===== src/rtl/lifo_stack_if.sv =====
// lifo_stack_if: request/data/status bundle for lifo_stack.
// The master side issues push/pop requests and observes the stack status;
// the slave side is the stack itself. Clock and reset travel outside the
// interface as plain ports.
interface lifo_stack_if #(
    parameter int p_STACK_DEPTH = 8,
    parameter int p_DATA_WIDTH  = 8
);
    localparam int lp_COUNT_WIDTH = $clog2(p_STACK_DEPTH + 1);

    logic                      i_WRITE_REQUEST;
    logic                      i_READ_REQUEST;
    logic [p_DATA_WIDTH-1:0]   i_INPUT;
    logic [p_DATA_WIDTH-1:0]   o_OUTPUT;
    logic                      o_VALID;
    logic [p_DATA_WIDTH-1:0]   o_TOP;
    logic [lp_COUNT_WIDTH-1:0] o_COUNT;
    logic                      o_STACK_FULL;
    logic                      o_STACK_EMPTY;
    logic                      o_ALMOST_FULL;
    logic                      o_OVERFLOW;
    logic                      o_UNDERFLOW;

    modport master (
        output i_WRITE_REQUEST, i_READ_REQUEST, i_INPUT,
        input  o_OUTPUT, o_VALID, o_TOP, o_COUNT, o_STACK_FULL,
               o_STACK_EMPTY, o_ALMOST_FULL, o_OVERFLOW, o_UNDERFLOW
    );

    modport slave (
        input  i_WRITE_REQUEST, i_READ_REQUEST, i_INPUT,
        output o_OUTPUT, o_VALID, o_TOP, o_COUNT, o_STACK_FULL,
               o_STACK_EMPTY, o_ALMOST_FULL, o_OVERFLOW, o_UNDERFLOW
    );
endinterface


===== src/rtl/lifo_stack.sv =====
// lifo_stack: parametrised LIFO with registered pop data, a combinational
// top-of-stack peek, occupancy count and overflow/underflow pulses.
// The occupancy count doubles as the stack pointer: the next free slot is
// mem[count] and the top is mem[count-1]; its width covers 0..depth so it
// never wraps.
// Optional feature macro: LIFO_STACK_ALMOST_FULL_EN (enables o_ALMOST_FULL
// as count >= p_AF_THRESHOLD; otherwise the output is tied low).
module lifo_stack #(
    parameter int p_STACK_DEPTH  = 8,
    parameter int p_DATA_WIDTH   = 8,
    parameter int p_AF_THRESHOLD = 6
) (
    input  logic         i_CLK,
    input  logic         i_RESET,
    lifo_stack_if.slave  bus
);
    localparam int lp_CW = $clog2(p_STACK_DEPTH + 1);
    localparam logic [lp_CW-1:0] lp_DEPTH = lp_CW'(p_STACK_DEPTH);

    // Storage is never cleared; only the count decides what is live.
    logic [p_DATA_WIDTH-1:0] r_mem [p_STACK_DEPTH];

    logic [lp_CW-1:0]        r_count;
    logic [p_DATA_WIDTH-1:0] r_output;
    logic                    r_valid;
    logic                    r_overflow;
    logic                    r_underflow;

    logic [lp_CW-1:0]        w_count_next;
    logic [p_DATA_WIDTH-1:0] w_output_next;
    logic                    w_valid_next;
    logic                    w_overflow_next;
    logic                    w_underflow_next;
    logic                    w_do_push;
    logic                    w_do_replace;
    logic                    w_full;
    logic                    w_empty;
    logic [p_DATA_WIDTH-1:0] w_top;

    logic [p_STACK_DEPTH-1:0]                   w_wr_sel;
    logic [p_STACK_DEPTH-1:0][p_DATA_WIDTH-1:0] w_top_terms;

    assign w_full  = (r_count == lp_DEPTH);
    assign w_empty = (r_count == '0);

    // Per-entry decode: a plain push lands at mem[count], a replace-top
    // overwrites mem[count-1]. The peek term for an entry is live only when
    // that entry is the current top, so the OR of all terms is 0 when empty.
    generate
        for (genvar gi = 0; gi < p_STACK_DEPTH; gi++) begin : g_entry
            assign w_wr_sel[gi] = (w_do_push    && (r_count == lp_CW'(gi))) ||
                                  (w_do_replace && (r_count == lp_CW'(gi + 1)));
            assign w_top_terms[gi] = (r_count == lp_CW'(gi + 1)) ? r_mem[gi]
                                                                 : '0;
        end
    endgenerate

    // Collapse the one-hot top selection into the peek value.
    always_comb begin
        w_top = '0;
        for (int i = 0; i < p_STACK_DEPTH; i++) begin
            w_top = w_top | w_top_terms[i];
        end
    end

    // Request resolution: every request is accepted or rejected this cycle.
    always_comb begin
        w_count_next     = r_count;
        w_output_next    = r_output;
        w_valid_next     = 1'b0;
        w_overflow_next  = 1'b0;
        w_underflow_next = 1'b0;
        w_do_push        = 1'b0;
        w_do_replace     = 1'b0;
        case ({bus.i_WRITE_REQUEST, bus.i_READ_REQUEST})
            2'b11: begin
                // Simultaneous push/pop never errors: pass-through when
                // empty, otherwise swap the top entry.
                w_valid_next = 1'b1;
                if (w_empty) begin
                    w_output_next = bus.i_INPUT;
                end else begin
                    w_output_next = w_top;
                    w_do_replace  = 1'b1;
                end
            end
            2'b10: begin
                if (w_full) begin
                    w_overflow_next = 1'b1;
                end else begin
                    w_do_push    = 1'b1;
                    w_count_next = r_count + lp_CW'(1);
                end
            end
            2'b01: begin
                if (w_empty) begin
                    w_underflow_next = 1'b1;
                end else begin
                    w_output_next = w_top;
                    w_valid_next  = 1'b1;
                    w_count_next  = r_count - lp_CW'(1);
                end
            end
            default: ;
        endcase
    end

    // Entry writes; suppressed under reset so reset wins over a push.
    always_ff @(posedge i_CLK) begin
        if (!i_RESET) begin
            for (int i = 0; i < p_STACK_DEPTH; i++) begin
                if (w_wr_sel[i]) begin
                    r_mem[i] <= bus.i_INPUT;
                end
            end
        end
    end

    // Pointer, pop data and single-cycle strobes.
    always_ff @(posedge i_CLK) begin
        if (i_RESET) begin
            r_count     <= '0;
            r_output    <= '0;
            r_valid     <= 1'b0;
            r_overflow  <= 1'b0;
            r_underflow <= 1'b0;
        end else begin
            r_count     <= w_count_next;
            r_output    <= w_output_next;
            r_valid     <= w_valid_next;
            r_overflow  <= w_overflow_next;
            r_underflow <= w_underflow_next;
        end
    end

    assign bus.o_OUTPUT      = r_output;
    assign bus.o_VALID       = r_valid;
    assign bus.o_TOP         = w_top;
    assign bus.o_COUNT       = r_count;
    assign bus.o_STACK_FULL  = w_full;
    assign bus.o_STACK_EMPTY = w_empty;
    assign bus.o_OVERFLOW    = r_overflow;
    assign bus.o_UNDERFLOW   = r_underflow;

`ifdef LIFO_STACK_ALMOST_FULL_EN
    assign bus.o_ALMOST_FULL = (r_count >= lp_CW'(p_AF_THRESHOLD));
`else
    assign bus.o_ALMOST_FULL = 1'b0;
`endif

endmodule


===== src/flat_wrapper.sv =====
// flat-port wrapper written by rule: the top's interface ports become plain ports
module lifo_stack_flat 
#(
    parameter int p_STACK_DEPTH  = 8,
    parameter int p_DATA_WIDTH   = 8,
    parameter int p_AF_THRESHOLD = 6
)
  (i_CLK, i_RESET, bus_i_WRITE_REQUEST, bus_i_READ_REQUEST, bus_i_INPUT, bus_o_OUTPUT, bus_o_VALID, bus_o_TOP, bus_o_COUNT, bus_o_STACK_FULL, bus_o_STACK_EMPTY, bus_o_ALMOST_FULL, bus_o_OVERFLOW, bus_o_UNDERFLOW);
  lifo_stack_if #(.p_STACK_DEPTH(p_STACK_DEPTH), .p_DATA_WIDTH(p_DATA_WIDTH)) bus_i ();
  input  logic i_CLK;
  input  logic i_RESET;
  input wire logic [$bits(bus_i.i_WRITE_REQUEST)-1:0] bus_i_WRITE_REQUEST;
  input wire logic [$bits(bus_i.i_READ_REQUEST)-1:0] bus_i_READ_REQUEST;
  input wire logic [$bits(bus_i.i_INPUT)-1:0] bus_i_INPUT;
  output wire logic [$bits(bus_i.o_OUTPUT)-1:0] bus_o_OUTPUT;
  output wire logic [$bits(bus_i.o_VALID)-1:0] bus_o_VALID;
  output wire logic [$bits(bus_i.o_TOP)-1:0] bus_o_TOP;
  output wire logic [$bits(bus_i.o_COUNT)-1:0] bus_o_COUNT;
  output wire logic [$bits(bus_i.o_STACK_FULL)-1:0] bus_o_STACK_FULL;
  output wire logic [$bits(bus_i.o_STACK_EMPTY)-1:0] bus_o_STACK_EMPTY;
  output wire logic [$bits(bus_i.o_ALMOST_FULL)-1:0] bus_o_ALMOST_FULL;
  output wire logic [$bits(bus_i.o_OVERFLOW)-1:0] bus_o_OVERFLOW;
  output wire logic [$bits(bus_i.o_UNDERFLOW)-1:0] bus_o_UNDERFLOW;
  assign bus_i.i_WRITE_REQUEST = bus_i_WRITE_REQUEST;
  assign bus_i.i_READ_REQUEST = bus_i_READ_REQUEST;
  assign bus_i.i_INPUT = bus_i_INPUT;
  assign bus_o_OUTPUT = bus_i.o_OUTPUT;
  assign bus_o_VALID = bus_i.o_VALID;
  assign bus_o_TOP = bus_i.o_TOP;
  assign bus_o_COUNT = bus_i.o_COUNT;
  assign bus_o_STACK_FULL = bus_i.o_STACK_FULL;
  assign bus_o_STACK_EMPTY = bus_i.o_STACK_EMPTY;
  assign bus_o_ALMOST_FULL = bus_i.o_ALMOST_FULL;
  assign bus_o_OVERFLOW = bus_i.o_OVERFLOW;
  assign bus_o_UNDERFLOW = bus_i.o_UNDERFLOW;
  lifo_stack #(.p_STACK_DEPTH(p_STACK_DEPTH), .p_DATA_WIDTH(p_DATA_WIDTH), .p_AF_THRESHOLD(p_AF_THRESHOLD)) u_core (.i_CLK(i_CLK), .i_RESET(i_RESET), .bus(bus_i));
endmodule

===== config.mk =====
export PLATFORM = sky130hd
export DESIGN_NAME = lifo_stack_flat
export DESIGN_NICKNAME = d
export VERILOG_FILES = /design/src/rtl/lifo_stack_if.sv /design/src/rtl/lifo_stack.sv /design/src/flat_wrapper.sv
export SDC_FILE = /design/constraint.sdc
export NUM_CORES = 1
export LEC_CHECK = 0
export CORE_UTILIZATION = 39
export DETAILED_ROUTE_END_ITERATION = 10
export DONT_BUFFER_PORTS = 1
export PLACE_DENSITY = 0.58
export SYNTH_ARGS = -nofsm -noshare
export SYNTH_HDL_FRONTEND = slang
export SYNTH_SLANG_ARGS = --single-unit

===== constraint.sdc =====
create_clock -name i_CLK -period 2.8 [get_ports i_CLK]
set_clock_uncertainty 0.1 [all_clocks]
set_input_delay 0.56 -clock i_CLK [delete_from_list [all_inputs] [get_ports i_CLK]]
set_output_delay 0.56 -clock i_CLK [all_outputs]
set_load 0.03 [all_outputs]

### After elaboration in Yosys (flattened, before gate mapping)

Memory sizes are Yosys's and may differ from the RTL's.
Index checks and enable logic that the tools add are counted.

* output and inout port bits: 26
* register bits after elaboration: 15
* memory bits (writable): 64
* memories: 1

* add/sub/neg operators: 2
* reductions and logical operators: 38
* equal/unequal tests: 13
* mux-type cells: 66
* bitwise gates (word level): 9

Memories
* u_core.r_mem: words 8, bits a word 8, rd ports 8, clocked after Yosys merged registers in 0, wr ports 1, line lifo_stack.sv:21 `logic [p_DATA_WIDTH-1:0] r_mem [p_STACK_DEPTH];`

Operator list (number)
* $mux 8: 17
* $or 8x8->8: 7
* $reduce_or 8->1: 7
* $mux 1: 37
* $mux 3: 7
* $eq 4x3->1 const B: 4
* $logic_and 1x1->1: 16
* $pmux 8 s2: 1
* $eq 4x2->1 const B: 2
* $logic_or 1x1->1: 8
* $mux 4: 2
* $pmux 4 s2: 1
* $add 4x1->4 const B: 1
* $eq 2x2->1 const B: 2
* $eq 4x1->1 const B: 1
* $eq 4x4->1 const B: 1
* $logic_not 4->1: 1
* $ne 2x2->1 const B: 2
* $reduce_bool 2->1: 2
* $reduce_or 2->1: 2
* $sub 4x1->4 const B: 1
* $reduce_and 3->1: 1
* $eq 2x1->1 const B: 1
* $not 1->1: 2
* other kinds (2): 2

### Logic depth before layout (Yosys ltp)

Gate-level depths: netlist of run 1.

* word-level depth: 16
* gate-level depth with buffers: 8

### Worst setup path before layout of run 1

OpenSTA, ideal clock, no wires.

* path type: register to register
* from: register u_core.r_count[0] (netlist: u_core.bus.o_COUNT[0])
* to: memory u_core.r_mem[2][0] (netlist: u_core.r_mem[0][16]), enable pin
* arrival: 2.518 ns
* path buffers: 1
* cell stages (with the launch flop): 8
* clock period less this slack: 3.013 ns
* path slack: -0.213 ns
* data required time: 2.305 ns
* path through: dfxtp_1 > inv_1 > ha_1 > and3b_1 > clkbuf_1 > nor3b_1 > o21ai_1 > nor4_1

* longest elaborated chain between the ends: 16
* elaborated cells between the ends (all ways): 82
* those cells by class: eq/ne (8); mux (42); reduce/logical (32)

Ends and longest elaborated chain
* start: declaration: line lifo_stack.sv:23 `logic [lp_CW-1:0] r_count;`
* start signal: assignment: line lifo_stack.sv:128 `r_count <= w_count_next;`
* $eq 4x4->1 *: line lifo_stack.sv:43 `assign w_full = (r_count == lp_DEPTH);`
* net bus_o_STACK_FULL: line flat_wrapper.sv:19 `output wire logic [$bits(bus_i.o_STACK_FULL)-1:0] bus_o_STACK_FULL;`
* $mux 1: line lifo_stack.sv:88 `if (w_full) begin`
* $mux 1: line lifo_stack.sv:75 `case ({bus.i_WRITE_REQUEST, bus.i_READ_REQUEST})`
* $logic_and 1x1->1: line lifo_stack.sv:51 `assign w_wr_sel[gi] = (w_do_push && (r_count == lp_CW'(gi))) ||`
* $logic_or 1x1->1: line lifo_stack.sv:51
* $mux 1: line lifo_stack.sv:112 `if (w_wr_sel[i]) begin`
* $mux 1: line lifo_stack.sv:110 `if (!i_RESET) begin`
* $mux 1 (implied by the code): line lifo_stack.sv:113 `r_mem[i] <= bus.i_INPUT;`
* $reduce_or 8->1 (no line)
* $mux 3 (no line) / $mux 1 (equally long branches) (7 in a row)
* end: declaration: line lifo_stack.sv:21

The timed path passes the listed nets; every way through them passes the cells marked *.

### Final worst setup path of run 1

* from: register u_core.r_count[1] (netlist: u_core.bus.o_COUNT[1])
* to: output bus_o_TOP[6]

* longest elaborated chain between the ends: 9
* elaborated cells between the ends (all ways): 23
* those cells by class: eq/ne (8); mux (8); bitwise (7)

Ends and longest elaborated chain
* $eq 4x1->1 / $eq 4x2->1 (equally long branches): line lifo_stack.sv:53 `assign w_top_terms[gi] = (r_count == lp_CW'(gi + 1)) ? r_mem[gi]`
* $mux 8: line lifo_stack.sv:53
* $or 8x8->8 (6 in a row): line lifo_stack.sv:62 `w_top = w_top | w_top_terms[i];`
* $or 8x8->8 *: line lifo_stack.sv:62
* end: declaration: line flat_wrapper.sv:17 `output wire logic [$bits(bus_i.o_TOP)-1:0] bus_o_TOP;`

Every way passes the cells marked *; elsewhere a longest branch is shown, timed or not.

==> flow_summary.yaml, run 1 <==
status:
  status: "completed"
final_layout:
  area_growth_syn_to_layout_pct: 14.5
  final_area_um2: 3950
  nets: 297
  fin_cells: 390
  multi_input_area_um2: 1160
  seqCellArea_um2: 2220
  diodes: 0
  drive_gt1_share_pct: 25.6
  nFillCells: 741
setup_path:
  timing.rr.end: "u_core.r_mem[0][17]"
  crit_path_max_fanout: 8
  worst_path_largest_cell_delay_ps: 340
  endpoint_kind: "output port"
  cpMostUsedCell: "buf_4"
  arrival_ps: 2020
  r2r.worst_path.cells: 6
  rrSetupSlack_ps: 330
  critical_path_class: "reg2out"
  rr_startpoint: "u_core.bus.o_COUNT[0]"
  start_kind: "flip-flop"
  slowest_stage: "dfxtp_1"
  cp_data_required_time_ps: 2140
  worstPathCellList: "buf_4 -> ha_2 -> buf_4 -> a22oi_1 -> a221oi_2 -> or2_2"
global_route:
  grt_max_degree: 36
  grt.total_usage_pct: 19.1
  grt_pass1_wl_um: 12400
  grt_pass1_vias: 2149
  antenna_found_initial: 0
  grt-ovfl-total: 0
drt:
  vias_per_cell: 5.80
  drt-total-wl_um: 8090
  drt_iter0_drc: 96
  wire_per_inst_um: 20.8
  antenna_left: 0
  dr.pass1.iters: 4
  vias: 2262
  drc: 0
power_and_ir_drop:
  vdd_drop_max_v: 0.000385
  leakage_nw: 1.29
  powerDensity_nw_per_um2: 750
logic_synthesis:
  ys.warnings.count: 0
  syn_area_per_cell_um2: 12.8
  syn_inst: 270
  synth_top_area_share_pct: 55.6
  synth_cell_types: 44
  yosysSeqAreaShare_pct: 64.3
  synth_largest_area_cell: "edfxtp_1"
  ys_ff_latch: 79
  synth_edf_count: 64
  synthTopCellsByArea: "edfxtp_1, dfxtp_1, a22oi_1, o22ai_1, nand2_1"
  syn-num-nets: 287
  ys_async_sr_fraction_pct: 0
  syn-cell-area_um2: 3450
  yosys_most_used_dff: "edfxtp_1"
clock_tree:
  numCtsBuffers: 9
  clkTransAtPathRegs_ps: 90
  clockRootBuffer: "clkbuf_8"
  postCtsSetupBuffers: 0
  h-tree-depth: 3
  cts_hold_buffers: 0
  cts.sinks: 79
  clockBufferDepth: 2
  insertion_delay_ps: 350
  cts_tree: "built"
  post_cts_resized: 4
placement:
  place_congestion: 0.782
  placed_cells: 374
  port-buffer-count: 0
  dp_hpwl_um: 5400
  place_area_um2: 3660
sta:
  finalHoldViolCount: 0
  setup_tns_ps: 0
  max_freq_ghz: 0.373
  max-slew-margin-rel_pct: 26.7
  worst_pin_slew_ps: 1090
  slew_violations: 0
  setup_violations: 0
  final.period_utilization_pct: 95.8
  rsz0062_at_grt: "false"
  min_period_ps: 2680
floorplan:
  die-area_um2: 9240
  start_util_pct: 41.2
  fp.coreArea_um2: 8380
  rows: 33
  die_y_um: 96.1
  ios: 38
  chipWidth_um: 96.1
worst_hold_path:
  worstHoldPathCells: 1
  hold_start: "i_RESET"
  hold_path_end: "u_core.bus.o_OUTPUT[5]"
  hold_class: "in2reg"
run:
  cap_viol_max_count: 0
-- Yosys cell counts, types with 2 or more instances --
cell and instances:
edfxtp_1 64, nand2_1 20, a22oi_1 16, dfxtp_1 15
a21oi_1 14, buf_2 14, o22ai_1 13, a21boi_0 8
a221oi_1 8, nand3_1 8, or2_2 8, nor4_1 7
nor2_1 6, clkbuf_1 5, ha_1 5, nor3_2 5
nor3b_1 5, inv_1 4, and3_1 3, buf_4 3
nand2b_1 3, o21ai_0 3, o311ai_1 3, a211oi_1 2
buf_6 2, mux2i_1 2, nor2b_1 2, nor3_1 2
o21ai_1 2, or3_1 2, or3b_1 2, xor2_1 2
-- logic make-up (layout without fill, tap and decap cells) --
logic type	count (synthesis)	after routing	share of synthesized area (%)
other cells	1	1	0.109
buf+inv	30	45	4.56
flops	79	79	64.3
fa+ha+maj	5	5	1.81
xor+xnor	3	3	0.761
simple gates	77	77	13.0
compound gates	73	73	14.9
mux	2	2	0.580
-- routing by layer --
metal / track usage [%] / up-vias / routed length, um
met5: 0 / - / 0
met4: 6.84 / 0 / 97
met3: 5.37 / 8 / 349
met2: 30.8 / 55 / 4000
met1: 24.6 / 1145 / 3650
li1: - / 1054 / -
-- layout make-up --
class	count	area share, %
clock buffers	9	3.13
clock inverters	7	2.59
inverters	5	0.506
multi-input cells	161	29.3
flip-flops and latches	79	56.2
well taps	105	3.32
repair buffers	24	4.87
-- where the power goes --
group / internal (mW) / switching (mW)
registers: 1.31 / 0.0630
logic: 0.231 / 0.400
clock network: 0.515 / 0.444
-- placed cells by master, fill, tap and decap left out, types with 2 or more instances in the layout --
master / n
nand3_1: 8
mux2i_1: 2
ha_2: 2
clkbuf_8: 9
or3b_1: 2
nand2_1: 20
o22ai_1: 13
or2_4: 4
edfxtp_1: 64
nor3b_1: 5
nor2_1: 6
nor4_1: 5
a211oi_1: 2
o311ai_1: 3
o21ai_1: 2
or3_1: 2
inv_1: 4
or2_2: 4
clkinv_2: 2
buf_4: 23
dfxtp_1: 14
nor2b_1: 2
o21ai_0: 3
a21oi_1: 14
and3_1: 3
bufinv_16: 2
inv_6: 2
nand2b_1: 2
a221oi_2: 7
nor3_2: 5
xor2_1: 2
a21boi_0: 8
nor3_1: 2
ha_1: 3
a22oi_1: 15
nor4_2: 2
-- state kept, by name (all words and copies together), names as in the netlist --
name,count
u_core.bus.o_UNDERFLOW,1
u_core.r_mem,64
u_core.bus.o_COUNT,4
u_core.bus.o_OVERFLOW,1
u_core.bus.o_OUTPUT,8
u_core.bus.o_VALID,1
-- critical path, delay by kind of cell, from the launching register on --
| kind | cells | cell delay [ps] |
|---|---|---|
| buf+inv | 2 | 380 |
| compound gates | 2 | 440 |
| flops | 1 | 340 |
| fa+ha+maj | 1 | 230 |
| simple gates | 1 | 280 |
-- stage by stage --
stage               total power [mW]  hold WS, ps  utilization (%)  setup WS, ps
floorplan                       1.85          476                -           114
global placement                1.99          478             43.7           381
detailed placement              2.00          488             43.7           356
CTS                             2.96          145             46.5          17.8
global route                    3.10          136             47.2          4.93
finish                          2.96          161             47.2           118
-- worst max path at each step --
stage	from	end	slack [ps]
3_3_place_gp	u_core.bus.o_COUNT[0]	bus_o_TOP[4]	380
4_1_cts	u_core.bus.o_COUNT[1]	bus_o_TOP[6]	20
3_5_place_dp	u_core.bus.o_COUNT[0]	u_core.r_mem[0][20]	360
2_1_floorplan	u_core.bus.o_COUNT[0]	u_core.r_mem[0][16]	110
6_report	u_core.bus.o_COUNT[1]	bus_o_TOP[6]	120
5_1_grt	u_core.bus.o_COUNT[0]	bus_o_TOP[0]	5
Power figures use the tool's default switching activity.
==> inputs of run 2 (changes only) <==
- GPL_ROUTABILITY_DRIVEN: unset -> 0
- PLACE_DENSITY: 0.58 -> unset
==> run 2 against run 1 <==
Net effect:
- critical endpoint is now bus_o_TOP[0]
- fmax decreased by 1.7%
- largest cell class unchanged
- core utilization decreased by 0.79 points
- total power decreased by 4.8%
==> flow_summary.yaml, run 2 (synthesis results as in run 1) <==
final_layout:
  final_area_um2: 3890
  drive_gt1_share_pct: 23.3
  nFillCells: 753
  final_cell_mix: "edfxtp_1, nand2_1, a22oi_1"
  area_growth_syn_to_layout_pct: 12.5
  nets: 291
  diodes: 0
  largest_register: "u_core.r_mem"
  largest_reg_flops: 64
  fin_cells: 384
  final_common_cell: "edfxtp_1"
sta:
  setup_slack_ps: 70.4
  slew_violations: 0
  final.period_utilization_pct: 97.5
  worst_pin_slew_ps: 901
  setup_violations: 0
  setup_tns_ps: 0
  max_freq_ghz: 0.366
  min_period_ps: 2730
  finalHoldViolCount: 0
  max-slew-margin-rel_pct: 39.4
drt:
  wire_per_inst_um: 20.5
  drc: 0
  drt_iter0_drc: 129
  vias: 2202
  antenna_left: 0
  vias_per_cell: 5.73
  drt-total-wl_um: 7860
  dr.pass1.iters: 4
setup_path:
  arrival_ps: 2070
  start_kind: "flip-flop"
  crit_path_max_fanout: 9
  endpoint_kind: "output port"
  cp_data_required_time_ps: 2140
  critical_path_class: "reg2out"
  worst_path_largest_cell_delay_ps: 350
  worstPathCellList: "buf_6 -> ha_1 -> buf_2 -> a22oi_1 -> a221oi_2 -> or2_2"
  slowest_stage: "dfxtp_1"
power_and_ir_drop:
  power_mw: 2.82
  vdd_drop_max_v: 0.000415
  powerDensity_nw_per_um2: 726
  leakage_nw: 1.25
status:
  status: "completed"
floorplan:
  chipWidth_um: 96.1
  die-area_um2: 9240
  start_util_pct: 41.2
  rows: 33
  ios: 38
  fp.coreArea_um2: 8380
  die_y_um: 96.1
placement:
  dp_slack_ps: 358
  place_area_um2: 3610
  port-buffer-count: 0
  placed_cells: 367
  dp_hpwl_um: 5180
global_route:
  grt-ovfl-total: 0
  grt_max_degree: 46
  grt_pass1_vias: 2181
  grt_pass1_wl_um: 11800
  grt.total_usage_pct: 18.2
  antenna_found_initial: 0
run:
  cap_viol_max_count: 0
clock_tree:
  clkTransAtPathRegs_ps: 90
  insertion_delay_ps: 360
  clockBufferDepth: 2
  cts_hold_buffers: 0
  h-tree-depth: 3
  cts_tree: "built"
  postCtsSetupBuffers: 0
  clockRootBuffer: "clkbuf_8"
  numCtsBuffers: 9
  cts.sinks: 79
worst_hold_path:
  hold_class: "in2reg"
[run 2: final cells by class]
cell class / count / area (um^2) / share of cell area (%)
repair buffers: 18 / 164 / 4.22
multi-input cells: 161 / 1150 / 29.6
clock inverters: 7 / 75.1 / 1.93
flip-flops and latches: 79 / 2220 / 57.2
clock buffers: 9 / 124 / 3.19
inverters: 5 / 20.0 / 0.515
well taps: 105 / 131 / 3.38
[run 2: worst max-delay path, delay by kind of cell, from the launching register on]
family | cells | cell delay [ps]
compound gates | 2 | 470
buf+inv | 2 | 410
flops | 1 | 350
simple gates | 1 | 270
fa+ha+maj | 1 | 220
[run 2: where the power goes]
| group | switching [mW] | total, mW | leakage [nW] | internal (mW) |
|---|---|---|---|---|
| logic | 0.397 | 0.612 | 0.451 | 0.215 |
| registers | 0.0641 | 1.38 | 0.700 | 1.31 |
| clock network | 0.479 | 0.833 | 0.0990 | 0.354 |
| total | 0.941 | 2.82 | 1.25 | 1.88 |
[run 2: per-layer routing]
layer | part of all wire (%) | GRT usage, % | vias to the layer above | wire (um)
met4 | 1.1 | 6.59 | 0 | 90
met1 | 44 | 23.3 | 1089 | 3480
met5 | 0 | 0 | - | 0
met3 | 6.5 | 5.77 | 9 | 514
met2 | 48 | 28.8 | 66 | 3780
li1 | - | - | 1038 | -
[run 2: what timing repair did]
action | in CTS | in global routing
setup endpoints to repair | 2 | 8
gates resized for setup | 2 | 15
pin swaps | 0 | 3
gates cloned | 0 | 1
[run 2: final timing paths]
path | start | to | slack, ps | depth (start not counted)
max reg2reg | u_core.bus.o_COUNT[1] | u_core.r_mem[0][15] | 370 | 6
min | i_RESET | u_core.bus.o_COUNT[2] | 150 | 1
max | u_core.bus.o_COUNT[1] | bus_o_TOP[0] | 70 | 6
min reg2reg | u_core.bus.o_COUNT[1] | u_core.bus.o_COUNT[1] | 470 | 2
[run 2: metrics by stage]
stage	hold slack, ps	util [%]
after global placement	456	43.1
after global routing	126	46.4
after floorplan	476	-
final	154	46.4
after CTS	133	45.6
after detailed placement	445	43.1
